===== src/rtl/alu_seq_ctrl_pkg.sv =====
// -----------------------------------------------------------------------------
// alu_seq_ctrl_pkg
// Shared definitions for the ALU sequencing controller:
//   - 16 ALU op codes (instr[7:4])
//   - instruction class codes (instr[1:0])
//   - controller state enum
//   - flag bit indices for flag_array / flags
// No ports (package).
// -----------------------------------------------------------------------------
package alu_seq_ctrl_pkg;

    // ALU op codes, driven on s_af during EXEC
    localparam logic [3:0] OP_PASS_A  = 4'h0;
    localparam logic [3:0] OP_PASS_B  = 4'h1;
    localparam logic [3:0] OP_AND     = 4'h2;
    localparam logic [3:0] OP_OR      = 4'h3;
    localparam logic [3:0] OP_XOR     = 4'h4;
    localparam logic [3:0] OP_NOT_A   = 4'h5;
    localparam logic [3:0] OP_SHL     = 4'h6;
    localparam logic [3:0] OP_SHR     = 4'h7;
    localparam logic [3:0] OP_ADD     = 4'h8;
    localparam logic [3:0] OP_ADDC    = 4'h9;
    localparam logic [3:0] OP_ADD_ABC = 4'hA;
    localparam logic [3:0] OP_SUB     = 4'hB;
    localparam logic [3:0] OP_SUBB    = 4'hC;
    localparam logic [3:0] OP_INC     = 4'hD;
    localparam logic [3:0] OP_DEC     = 4'hE;
    localparam logic [3:0] OP_CMP     = 4'hF;

    // Instruction classes
    localparam logic [1:0] CLS_WR_R0 = 2'b00;  // result -> R0
    localparam logic [1:0] CLS_WR_RN = 2'b01;  // result -> RN
    localparam logic [1:0] CLS_CMP   = 2'b10;  // flags only
    localparam logic [1:0] CLS_BR    = 2'b11;  // branch (or NOP)

    // Flag bit indices
    localparam int FLAG_ZERO  = 0;
    localparam int FLAG_CARRY = 1;
    localparam int FLAG_POS   = 2;
    localparam int FLAG_PAR   = 3;

    typedef enum logic [1:0] {
        ST_IDLE = 2'd0,
        ST_EXEC = 2'd1,
        ST_RESP = 2'd2
    } state_t;

    // Every class except the branch/NOP class captures the ALU flags.
    function automatic logic cls_loads_flags(input logic [1:0] cls);
        return cls != CLS_BR;
    endfunction

endpackage


===== src/rtl/alu_seq_ctrl_cond.sv =====
// -----------------------------------------------------------------------------
// alu_cond_eval
// Combinational branch condition: selects one flag bit by index and tests it
// for set (i_test_set=1) or clear (i_test_set=0).
// Ports:
//   i_flags    [3:0] latched flag register
//   i_bit_sel  [1:0] flag bit index (instr[7:6])
//   i_test_set       1 = taken when bit set, 0 = taken when bit clear
//   o_taken          condition result
// Only instantiated when RNBIP_COND_BRANCH_EN is defined.
// -----------------------------------------------------------------------------
module alu_cond_eval (
    input  logic [3:0] i_flags,
    input  logic [1:0] i_bit_sel,
    input  logic       i_test_set,
    output logic       o_taken
);

    logic w_bit;

    assign w_bit   = i_flags[i_bit_sel];
    assign o_taken = (w_bit == i_test_set);

endmodule


===== src/rtl/alu_seq_ctrl.sv =====
// -----------------------------------------------------------------------------
// alu_seq_ctrl
// Three-state sequencer (IDLE -> EXEC -> RESP) that decodes one instruction
// byte, steers the ALU for one cycle, captures flags and hands a response to a
// consumer with a valid/ready handshake.
//
// Ports:
//   clk, reset          clock, synchronous active-high reset
//   instr[7:0]          [7:4] op, [3] A-sel, [2] B-sel, [1:0] class
//   instr_valid/ready   instruction handshake (ready only in IDLE)
//   s_af, s3, s4, cin   ALU controls, non-zero only during EXEC
//   flag_array[3:0]     ALU flags, sampled at the end of EXEC
//   r0_we, rn_we        register write enables, one EXEC cycle at most
//   flags[3:0]          latched flag register
//   done_valid/ready    response handshake (valid in RESP)
//   branch_taken        branch result, qualified by done_valid
//   op_count[15:0]      completed instruction count, wraps
//
// Build option: define RNBIP_COND_BRANCH_EN to make class 11 a conditional
// branch (instr[7:6] flag index, instr[5] test polarity). Without it class 11
// is a NOP that still walks all three states.
// -----------------------------------------------------------------------------
module alu_seq_ctrl
    import alu_seq_ctrl_pkg::*;
(
    input  logic        clk,
    input  logic        reset,
    input  logic [7:0]  instr,
    input  logic        instr_valid,
    output logic        instr_ready,
    output logic [3:0]  s_af,
    output logic        s3,
    output logic        s4,
    output logic        cin,
    input  logic [3:0]  flag_array,
    output logic        r0_we,
    output logic        rn_we,
    output logic [3:0]  flags,
    output logic        done_valid,
    input  logic        done_ready,
    output logic        branch_taken,
    output logic [15:0] op_count
);

    state_t      r_state;
    logic [1:0]  r_cls;
    logic        r_instr_ready;
    logic [3:0]  r_s_af;
    logic        r_s3;
    logic        r_s4;
    logic        r_cin;
    logic        r_r0_we;
    logic        r_rn_we;
    logic [3:0]  r_flags;
    logic        r_done_valid;
    logic        r_branch_taken;
    logic [15:0] r_op_count;
    logic        w_branch_taken;
    logic [3:0]  w_exec_op;

`ifdef RNBIP_COND_BRANCH_EN
    logic [2:0]  r_cond;      // instr[7:5]: flag index + test polarity
    logic        w_cond_taken;

    alu_cond_eval u_cond_eval (
        .i_flags    (r_flags),
        .i_bit_sel  (r_cond[2:1]),
        .i_test_set (r_cond[0]),
        .o_taken    (w_cond_taken)
    );

    // flags still hold the pre-instruction value during EXEC; class 11
    // never reloads them, so the test sees the state the program branched on.
    assign w_branch_taken = (r_cls == CLS_BR) && w_cond_taken;
    // The upper nibble of a branch carries condition fields, not an op.
    assign w_exec_op      = (instr[1:0] == CLS_BR) ? OP_PASS_A : instr[7:4];
`else
    assign w_branch_taken = 1'b0;
    assign w_exec_op      = instr[7:4];
`endif

    // ALU controls are loaded on the IDLE->EXEC edge so that they are
    // registered and valid for exactly the EXEC cycle, then cleared.
    always_ff @(posedge clk) begin
        if (reset) begin
            r_state        <= ST_IDLE;
            r_cls          <= CLS_WR_R0;
            r_instr_ready  <= 1'b1;
            r_s_af         <= 4'h0;
            r_s3           <= 1'b0;
            r_s4           <= 1'b0;
            r_cin          <= 1'b0;
            r_r0_we        <= 1'b0;
            r_rn_we        <= 1'b0;
            r_flags        <= 4'h0;
            r_done_valid   <= 1'b0;
            r_branch_taken <= 1'b0;
            r_op_count     <= 16'h0000;
`ifdef RNBIP_COND_BRANCH_EN
            r_cond         <= 3'b000;
`endif
        end else begin
            case (r_state)
                ST_IDLE: begin
                    if (instr_valid) begin
                        r_cls         <= instr[1:0];
                        r_s_af        <= w_exec_op;
                        r_s3          <= instr[3];
                        r_s4          <= instr[2];
                        r_cin         <= r_flags[FLAG_CARRY];
                        r_r0_we       <= (instr[1:0] == CLS_WR_R0);
                        r_rn_we       <= (instr[1:0] == CLS_WR_RN);
                        r_instr_ready <= 1'b0;
`ifdef RNBIP_COND_BRANCH_EN
                        r_cond        <= instr[7:5];
`endif
                        r_state       <= ST_EXEC;
                    end
                end

                ST_EXEC: begin
                    r_s_af         <= 4'h0;
                    r_s3           <= 1'b0;
                    r_s4           <= 1'b0;
                    r_cin          <= 1'b0;
                    r_r0_we        <= 1'b0;
                    r_rn_we        <= 1'b0;
                    if (cls_loads_flags(r_cls)) begin
                        r_flags <= flag_array;
                    end
                    r_branch_taken <= w_branch_taken;
                    r_done_valid   <= 1'b1;
                    r_state        <= ST_RESP;
                end

                ST_RESP: begin
                    // Everything holds until the consumer takes the response.
                    if (done_ready) begin
                        r_done_valid   <= 1'b0;
                        r_branch_taken <= 1'b0;
                        r_op_count     <= r_op_count + 16'h0001;
                        r_instr_ready  <= 1'b1;
                        r_state        <= ST_IDLE;
                    end
                end

                default: begin
                    r_state       <= ST_IDLE;
                    r_instr_ready <= 1'b1;
                    r_done_valid  <= 1'b0;
                end
            endcase
        end
    end

    assign instr_ready  = r_instr_ready;
    assign s_af         = r_s_af;
    assign s3           = r_s3;
    assign s4           = r_s4;
    assign cin          = r_cin;
    assign r0_we        = r_r0_we;
    assign rn_we        = r_rn_we;
    assign flags        = r_flags;
    assign done_valid   = r_done_valid;
    assign branch_taken = r_branch_taken;
    assign op_count     = r_op_count;

endmodule


===== config.mk =====
export PLATFORM = sky130hd
export DESIGN_NAME = alu_seq_ctrl
export DESIGN_NICKNAME = d
export VERILOG_FILES = /design/src/rtl/alu_seq_ctrl_pkg.sv /design/src/rtl/alu_seq_ctrl_cond.sv /design/src/rtl/alu_seq_ctrl.sv
export SDC_FILE = /design/constraint.sdc
export NUM_CORES = 1
export LEC_CHECK = 0
export ABC_AREA = 1
export CAP_MARGIN = 10
export CELL_PAD_IN_SITES_DETAIL_PLACEMENT = 0
export CELL_PAD_IN_SITES_GLOBAL_PLACEMENT = 1
export CORE_MARGIN = 8
export CORE_UTILIZATION = 29
export CTS_CLUSTER_DIAMETER = 150
export DETAILED_ROUTE_END_ITERATION = 16
export PLACE_DENSITY = 0.81
export SYNTH_ARGS = -nofsm -noshare
export SYNTH_HDL_FRONTEND = slang
export SYNTH_SLANG_ARGS = --single-unit

===== constraint.sdc =====
create_clock -name clk -period 1.14 [get_ports clk]
set_input_delay 0.171 -clock clk [delete_from_list [all_inputs] [get_ports clk]]
set_output_delay 0.171 -clock clk [all_outputs]
set_load 0.03 [all_outputs]

==> key figures, run 1 <==
Drt
  – DRC Markers: 0
  – DR vias/cell: 4.400
  – DR iter-0 viols: 52
  – Total wire length: 4151 um
  – Wire per inst: 12.03 um
  – Uppermost layer routed: met4
  – DRT antenna net count: 0
  – WL met2: 1866 um
  – Met1 Routed Length: 1766 um
  – Via count: 1518
  – Detailed Routing Iterations Pass 1: 6
  – Wire length on met3: 476 um

Pwr
  – Power Dens Cells: 1052 mW/mm^2
  – Leakage power: 1.158 nW
  – VDD IR max: 0.6276 mV

Global route
  – Pin count of the biggest net entering global routing: 14
  – GRT Resource Usage Total: 10.50%
  – First-pass GRT wire length: 6368 um
  – Initial antenna violation count: 0
  – Vias in the first global route: 1411
  – Total grt overflow: 0

Setup path
  – Critical Path AT: 1430 ps
  – CP max FO: 8
  – Worst EP required: 1380 ps
  – Crit-path cells: or2_4 -> nor2_8 -> nand2_4 -> inv_8 -> nand2_2 -> nand2_1
  – CP Launch Type: flip-flop
  – CP Capture Type: flip-flop
  – CP max-delay cell: dfxtp_4
  – CP max stage delay: 360 ps
  – WS Path Type: reg -> reg

STA
  – Tmin final: 1196 ps
  – Fmax achieved: 836.3 MHz
  – Worst Skew: 7.279 ps
  – Pins over their slew limit: 0
  – RSZ-0062 raised after global routing: true
  – Final worst setup slack: -55.74 ps
  – Final Setup Violations: 15
  – Final Hold Vio Count: 0
  – Setup_tns: -443.7 ps
  – Tcrit/Tclk final: 104.9%

Synth
  – Post-synthesis cell count: 199
  – Netlist Area Pre-Place: 0.001543 mm^2
  – Mapped Nets: 216
  – Number of distinct library cells after synthesis: 32
  – Synth warn: 0
  – Synthesized flop and latch total: 35
  – Synthesized area per cell: 7.752 um^2
  – Sequential area share after synthesis: 45.42%

Clocking
  – Hold-fix buffers at CTS: 0
  – Clock-pin slew on the worst setup and hold paths: 80 ps
  – Worst skew pair latency: 290 ps
  – Clk sinks: 35
  – Htree depth: 2
  – Max clock buf depth: 2
  – CTS tree: done
  – CTS root buffer: clkbuf_8
  – Num CTS Buffers: 5

Outcome
  – Failing checks: setup timing
  – Run status: finished with violations

Final layout
  – Share of cells above drive strength 1: 46.55%
  – Syn-to-layout area delta: 60.50%
  – Final #Nets: 291
  – N_diodes: 0
  – Post-layout util: 48.48%

Job
  – Maxcap violations: 0

Floorplanning
  – Row count: 26
  – Core ar.: 0.005107 mm^2
  – Die area: 0.007909 mm^2
  – Num ports: 48
  – Die Width: 88.94 um
  – Initial Util: 30.21%
  – Y dimension of the die: 88.94 um

Min path
  – Worst min path class: in -> reg

Placement
  – Hpwl dp: 3068 um
  – Global placement routability congestion: 0.7376
  – Dpl ws: -343.4 ps
  – Port bufs: 46
## state kept, by name (all words and copies together) (netlist names)
signal	cells
s4	1
r0_we	1
r_state	2
s3	1
rn_we	1
s_af	4
op_count	16
done_valid	1
instr_ready	1
flags	4
cin	1
r_cls	2
## placed cells by master (no fill, tap or decap), drive strengths merged
cell           Yosys  final
clkbuf             2      6
o21bai             1      1
a211oi             2      2
nand3             17     17
inv               21     22
nor3               1      1
clkdlybuf4s50      0     15
nand2             47     47
o21ai              9      9
conb               1      1
nor2              37     38
xor2               1      1
o211a              1      1
nand3b             1      1
ha                 1      1
dfxtp             35     35
buf                2     56
a31oi              1      1
o211ai             1      1
a21oi             12     12
o21a               1      1
or2                1      1
clkinv             0      1
nand4              4      4
## metal layers
layer	vias up	track usage [%]
met5	-	0
met1	675	11.98
met2	43	15.70
met3	5	6.158
met4	0	4.079
li1	795	-
## cells by family (layout without fill, tap and decap cells)
group | count (synthesis) | count (layout) | share of synthesized area [%]
flip-flops | 35 | 35 | 45.42
adder cells (fa/ha/maj) | 1 | 1 | 0.8109
buffers and inverters | 25 | 100 | 6.407
other | 1 | 1 | 0.2431
AND/OR/NAND/NOR | 108 | 109 | 36.01
AO/OA/AOI/OAI | 28 | 28 | 10.54
XOR/XNOR | 1 | 1 | 0.5678
## Yosys cell counts
master,number,area share [%]
conb_1,1,0.24
or2_4,1,0.57
a21oi_1,12,3.9
buf_4,1,0.49
nor2_8,2,2.6
o211a_1,1,0.65
nand3b_1,1,0.49
xor2_1,1,0.57
nor2_2,1,0.41
buf_2,1,0.32
a211oi_1,2,0.97
o21a_1,1,0.49
ha_1,1,0.81
dfxtp_1,35,45
inv_2,2,0.49
clkbuf_1,2,0.49
nor2_1,30,7.3
o21bai_2,1,0.73
nand2_2,2,0.81
inv_1,19,4.6
nand2_4,2,1.5
nand4_1,3,1.2
nand2_1,43,10
nand4_2,1,0.81
nand3_2,1,0.65
nor3_1,1,0.32
nor2_4,4,2.9
a31oi_1,1,0.41
nand3_1,15,4.9
o211ai_1,1,0.49
nand3_4,1,1.1
o21ai_0,9,2.9
## worst max-delay path, delay by kind of cell (launching register included)
kind                   cells  cell delay (ps)
buffers and inverters      1              100
DFF                        1              360
and+or+nand+nor            5              670
## layout make-up
cell class | count | area (um^2)
Timing Repair Buffer | 71 | 590.6
Clock inverter | 2 | 11.26
Sequential cell | 35 | 739.5
Inverter | 21 | 86.33
Multi-Input combinational cell | 140 | 888.4
Clock buffer | 6 | 72.57
Tap cell | 70 | 87.58
Fill cell | 519 | 2631
## timing repair
action,in CTS,in global routing
resized for setup,11,38
endpoints found under the hold margin,0,0
gates cloned,0,1
buffers inserted,4,3
pin swaps,3,21
setup endpoints to repair,18,31
## per-stage QoR
step	cell area, um^2	hold WS, ps	power, mW	instances
floorplan	1607	281.5	1.519	199
global placement	2205	445.0	1.695	329
detailed placement	2205	449.9	1.696	329
CTS	2340	413.8	2.592	341
global route	2476	443.0	2.729	345
finish	2476	425.8	2.604	345
## report_power, final
part	total [mW]	internal [mW]	switching (mW)
registers	1.28	1.25	0.0288
logic	0.423	0.185	0.239
clock network	0.899	0.429	0.471
total	2.60	1.87	0.738
## path summary, 6_finish.rpt
kind	endpoint	from	depth (start not counted)	slack, ps
worst max-delay path	s3	r_state[1]	6	-60
worst min-delay path	s_af[0]	instr[4]	3	430
worst max register to register	s3	r_state[1]	6	-60
worst min register to register	instr_ready	instr_ready	2	460
Power figures use the tool's default switching activity.
==> run 2, diff against run 1 <==
--- a/config.mk
+++ b/config.mk
@@ -5,15 +5,14 @@
 export SDC_FILE = /design/constraint.sdc
 export NUM_CORES = 1
 export LEC_CHECK = 0
-export ABC_AREA = 1
 export CAP_MARGIN = 10
 export CELL_PAD_IN_SITES_DETAIL_PLACEMENT = 0
 export CELL_PAD_IN_SITES_GLOBAL_PLACEMENT = 1
 export CORE_MARGIN = 8
-export CORE_UTILIZATION = 29
+export CORE_UTILIZATION = 35
 export CTS_CLUSTER_DIAMETER = 150
 export DETAILED_ROUTE_END_ITERATION = 16
-export PLACE_DENSITY = 0.81
+export PLACE_DENSITY = 0.9
 export SYNTH_ARGS = -nofsm -noshare
 export SYNTH_HDL_FRONTEND = slang
 export SYNTH_SLANG_ARGS = --single-unit
==> constraint.sdc (replaced) <==
create_clock -name clk -period 1.4 [get_ports clk]
set_input_delay 0.21 -clock clk [delete_from_list [all_inputs] [get_ports clk]]
set_output_delay 0.21 -clock clk [all_outputs]
set_load 0.03 [all_outputs]
==> key figures, run 2 <==
Synth
  – Netlist Area Pre-Place: 0.001463 mm^2 (-5.2%)
  – Synth warn: 0 (unchanged)
  – Sequential area share after synthesis: 47.90% (+2.5 points)
  – Most frequent cells after synthesis: dfxtp_1, nor2_1, a21oi_1
  – Mapped Nets: 184 (-15%)
  – Number of flops mapped to enable cells by yosys: 0 (unchanged)
  – Yosys top cell area share: 47.90% (+2.5 points)
  – Synthesized area per cell: 8.758 um^2 (+13%)
  – Count leader, synth: dfxtp_1
  – Post-synthesis cell count: 167 (-16%)
  – Post-synth top area cell: dfxtp_1
  – Number of distinct library cells after synthesis: 36 (+13%)
  – Most used DFF post-synth: dfxtp_1
  – Synth async-reset ratio: 0% (unchanged)
  – Synthesized flop and latch total: 35 (unchanged)
  – Area contributors post-synth: dfxtp_1, a21oi_1, nor2_1

STA
  – Final Hold Vio Count: 0 (unchanged)
  – Min Hold Slack: 461.5 ps (+35.77 ps)
  – Tcrit/Tclk final: 110.2% (+5.4 points)
  – Worst Skew: 3.308 ps (-3.971 ps)
  – RSZ-0062 raised after global routing: true
  – Final worst setup slack: -143.5 ps (-87.76 ps)
  – Final Setup Violations: 7 (-8)
  – Fmax achieved: 647.9 MHz (-23%)
  – Tmin final: 1543 ps (+347.8 ps)
  – Setup_tns: -683.5 ps (-239.8 ps)
  – Pins over their slew limit: 0 (unchanged)

Drt
  – DRT antenna net count: 0 (unchanged)
  – DRC Markers: 0 (unchanged)
  – Wire length on met3: 273 um (-43%)
  – Wire per inst: 12.60 um (+4.7%)
  – Uppermost layer routed: met4
  – WL met2: 1674 um (-10%)
  – DR vias/cell: 4.805 (+9.2%)
  – Met1 Routed Length: 1662 um (-5.9%)
  – Detailed Routing Iterations Pass 1: 4 (-2)
  – Via count: 1403 (-7.6%)
  – DR iter-0 viols: 89 (+71%)
  – Total wire length: 3679 um (-11%)

Setup path
  – Worst Setup EP: op_count[10]
  – CP max FO: 7 (-1)
  – CP Launch Type: flip-flop
  – Cell family with most CP delay: simple AND/OR/NAND/NOR gates
  – Critical R2R Capture: op_count[10]
  – CP max stage delay: 560 ps (+200 ps)
  – Worst-case reg-to-reg path depth: 4 (-2)
  – Critical Path AT: 1770 ps (+340 ps)
  – WP depth: 4 (-2)
  – Crit-path cells: nand3b_4 -> or4_4 -> or3_1 -> a21oi_1
  – CP Capture Type: flip-flop
  – Worst EP required: 1620 ps (+240 ps)
  – CP max-delay cell: or4_4
  – Worst Path Buf+Inv: 0 (-1)
  – Launch point of the worst path: r_state[0]
  – FF-to-FF setup slack: -140 ps (-90 ps)
  – WS Path Type: reg -> reg
  – Reg-to-Reg Start: r_state[0]

Final layout
  – Footprint of the multi-input gates: 765.7 um^2 (-14%)
  – Commonest non-fill, non-tap cell in the layout: buf_4
  – Syn-to-layout area delta: 57.31%
  – N_diodes: 0 (unchanged)
  – Fillers: 366 (-29%)
  – Post-layout util: 57.52% (+9.0 points)
  – Seq. cell area: 723.2 um^2 (-2.2%)
  – Share of cells above drive strength 1: 27.69% (-19 points)
  – Most frequent cells in the layout: buf_4, dlygate4sd2_1, dfxtp_1
  – Final #Nets: 258 (-11%)
  – Finished Cell Area: 0.002301 mm^2 (-7.1%)
  – Final non-filler cell total: 292 (-15%)
  – Max reg flops: 16 (unchanged)

Floorplanning
  – Die area: 0.006504 mm^2 (-18%)
  – Row count: 23 (-12%)
  – Num ports: 48 (unchanged)
  – Core ar.: 0.004000 mm^2 (-22%)
  – Die Width: 80.65 um (-9.3%)
  – Initial Util: 36.57% (+6.4 points)
  – Y dimension of the die: 80.65 um (-9.3%)

Placement
  – Global placement routability congestion: 0.7353 (-0.31%)
  – Port bufs: 46 (unchanged)
  – Hpwl dp: 2646 um (-14%)
  – Placed inst area: 0.002175 mm^2 (-1.4%)
  – Inst Count DP: 281 (-15%)
  – Dpl ws: -485.3 ps (-141.9 ps)

Clocking
  – Clk sinks: 35 (unchanged)
  – Max clock buf depth: 2 (unchanged)
  – Num CTS Buffers: 5 (unchanged)
  – Worst skew pair latency: 290 ps (about the same)
  – Clock-pin slew on the worst setup and hold paths: 70 ps (about the same)
  – CTS tree: done
  – Htree depth: 2 (unchanged)
  – CTS root buffer: clkbuf_8
  – Hold-fix buffers at CTS: 0 (unchanged)

Pwr
  – VDD IR max: 0.5003 mV (-20%)
  – Power Dens Cells: 877.2 mW/mm^2 (-17%)
  – Leakage power: 1.053 nW (-9.1%)
  – Power after layout: 2.018 mW (-22%)

Outcome
  – Run status: finished with violations
  – Failing checks: setup timing

Global route
  – Vias in the first global route: 1354 (-4.0%)
  – First-pass GRT wire length: 6023 um (-5.4%)
  – Total grt overflow: 0 (unchanged)
  – Initial antenna violation count: 0 (unchanged)
  – Pin count of the biggest net entering global routing: 23 (+9)
  – GRT Resource Usage Total: 11.72% (+1.2 points)

Min path
  – Worst min path class: reg -> reg

Job
  – Maxcap violations: 0 (unchanged)
==> run 2: cells by family (layout without fill, tap and decap cells) <==
family                     after synthesis  in the layout  share of synthesized area [%]
muxes                                    8              8                          5.731
other                                    1              1                         0.2564
buffers and inverters                   12             87                          4.021
DFF                                     35             35                          47.90
adders and majority gates                1              1                         0.8553
AOI/OAI and AO/OA                       25             25                          9.154
xor gates and xnor gates                 7              7                          4.192
and+or+nand+nor                         78             78                          27.89
==> run 2: area by class of cell <==
cell class                      count  area share, %
Clock buffer                        5          2.991
Clock inverter                      3         0.6525
Inverter                            2         0.3263
Multi-Input combinational cell    120          33.28
Sequential cell                    35          31.43
Tap cell                           50          2.719
Timing Repair Buffer               77          28.60
==> run 2: timing repair <==
action                                  CTS  global route
pin swaps                                 1             7
gates cloned                              0             0
endpoints found under the setup margin   38            14
buffers inserted                          1             2
resized for setup                        37            16
==> run 2: metal layers <==
metal  global-route usage, %  vias up
met1                   13.59      645
li1                        -      718
met2                   18.20       34
met3                   4.911        6
met4                   5.455        0
met5                       0        -
==> run 2: how the worst min path moves through the flow <==
| stage | from | endpoint | slack [ps] | depth (start not counted) |
|---|---|---|---|---|
| 6_report | r_cls[0] | r_cls[0] | 460 | 2 |
| 5_1_grt | instr[7] | s_af[3] | 480 | 3 |
| 4_1_cts | instr[3] | s3 | 460 | 3 |
| 3_5_place_dp | r_cls[0] | r_cls[0] | 450 | 2 |
| 3_3_place_gp | r_cls[0] | r_cls[0] | 440 | 2 |
| 2_1_floorplan | instr[0] | r_cls[0] | 350 | 2 |
==> run 2: report_power, final <==
part / total, mW / internal [mW] / switching, mW
registers: 1.04 / 1.02 / 0.0179
logic: 0.280 / 0.127 / 0.153
clock network: 0.698 / 0.337 / 0.361
total: 2.02 / 1.49 / 0.532
==> run 2: tightest hold or removal path, cell delays in order (launching register included) <==
cell and delay (ps):
dfxtp_1 310, nand2_1 50, a21oi_1 50
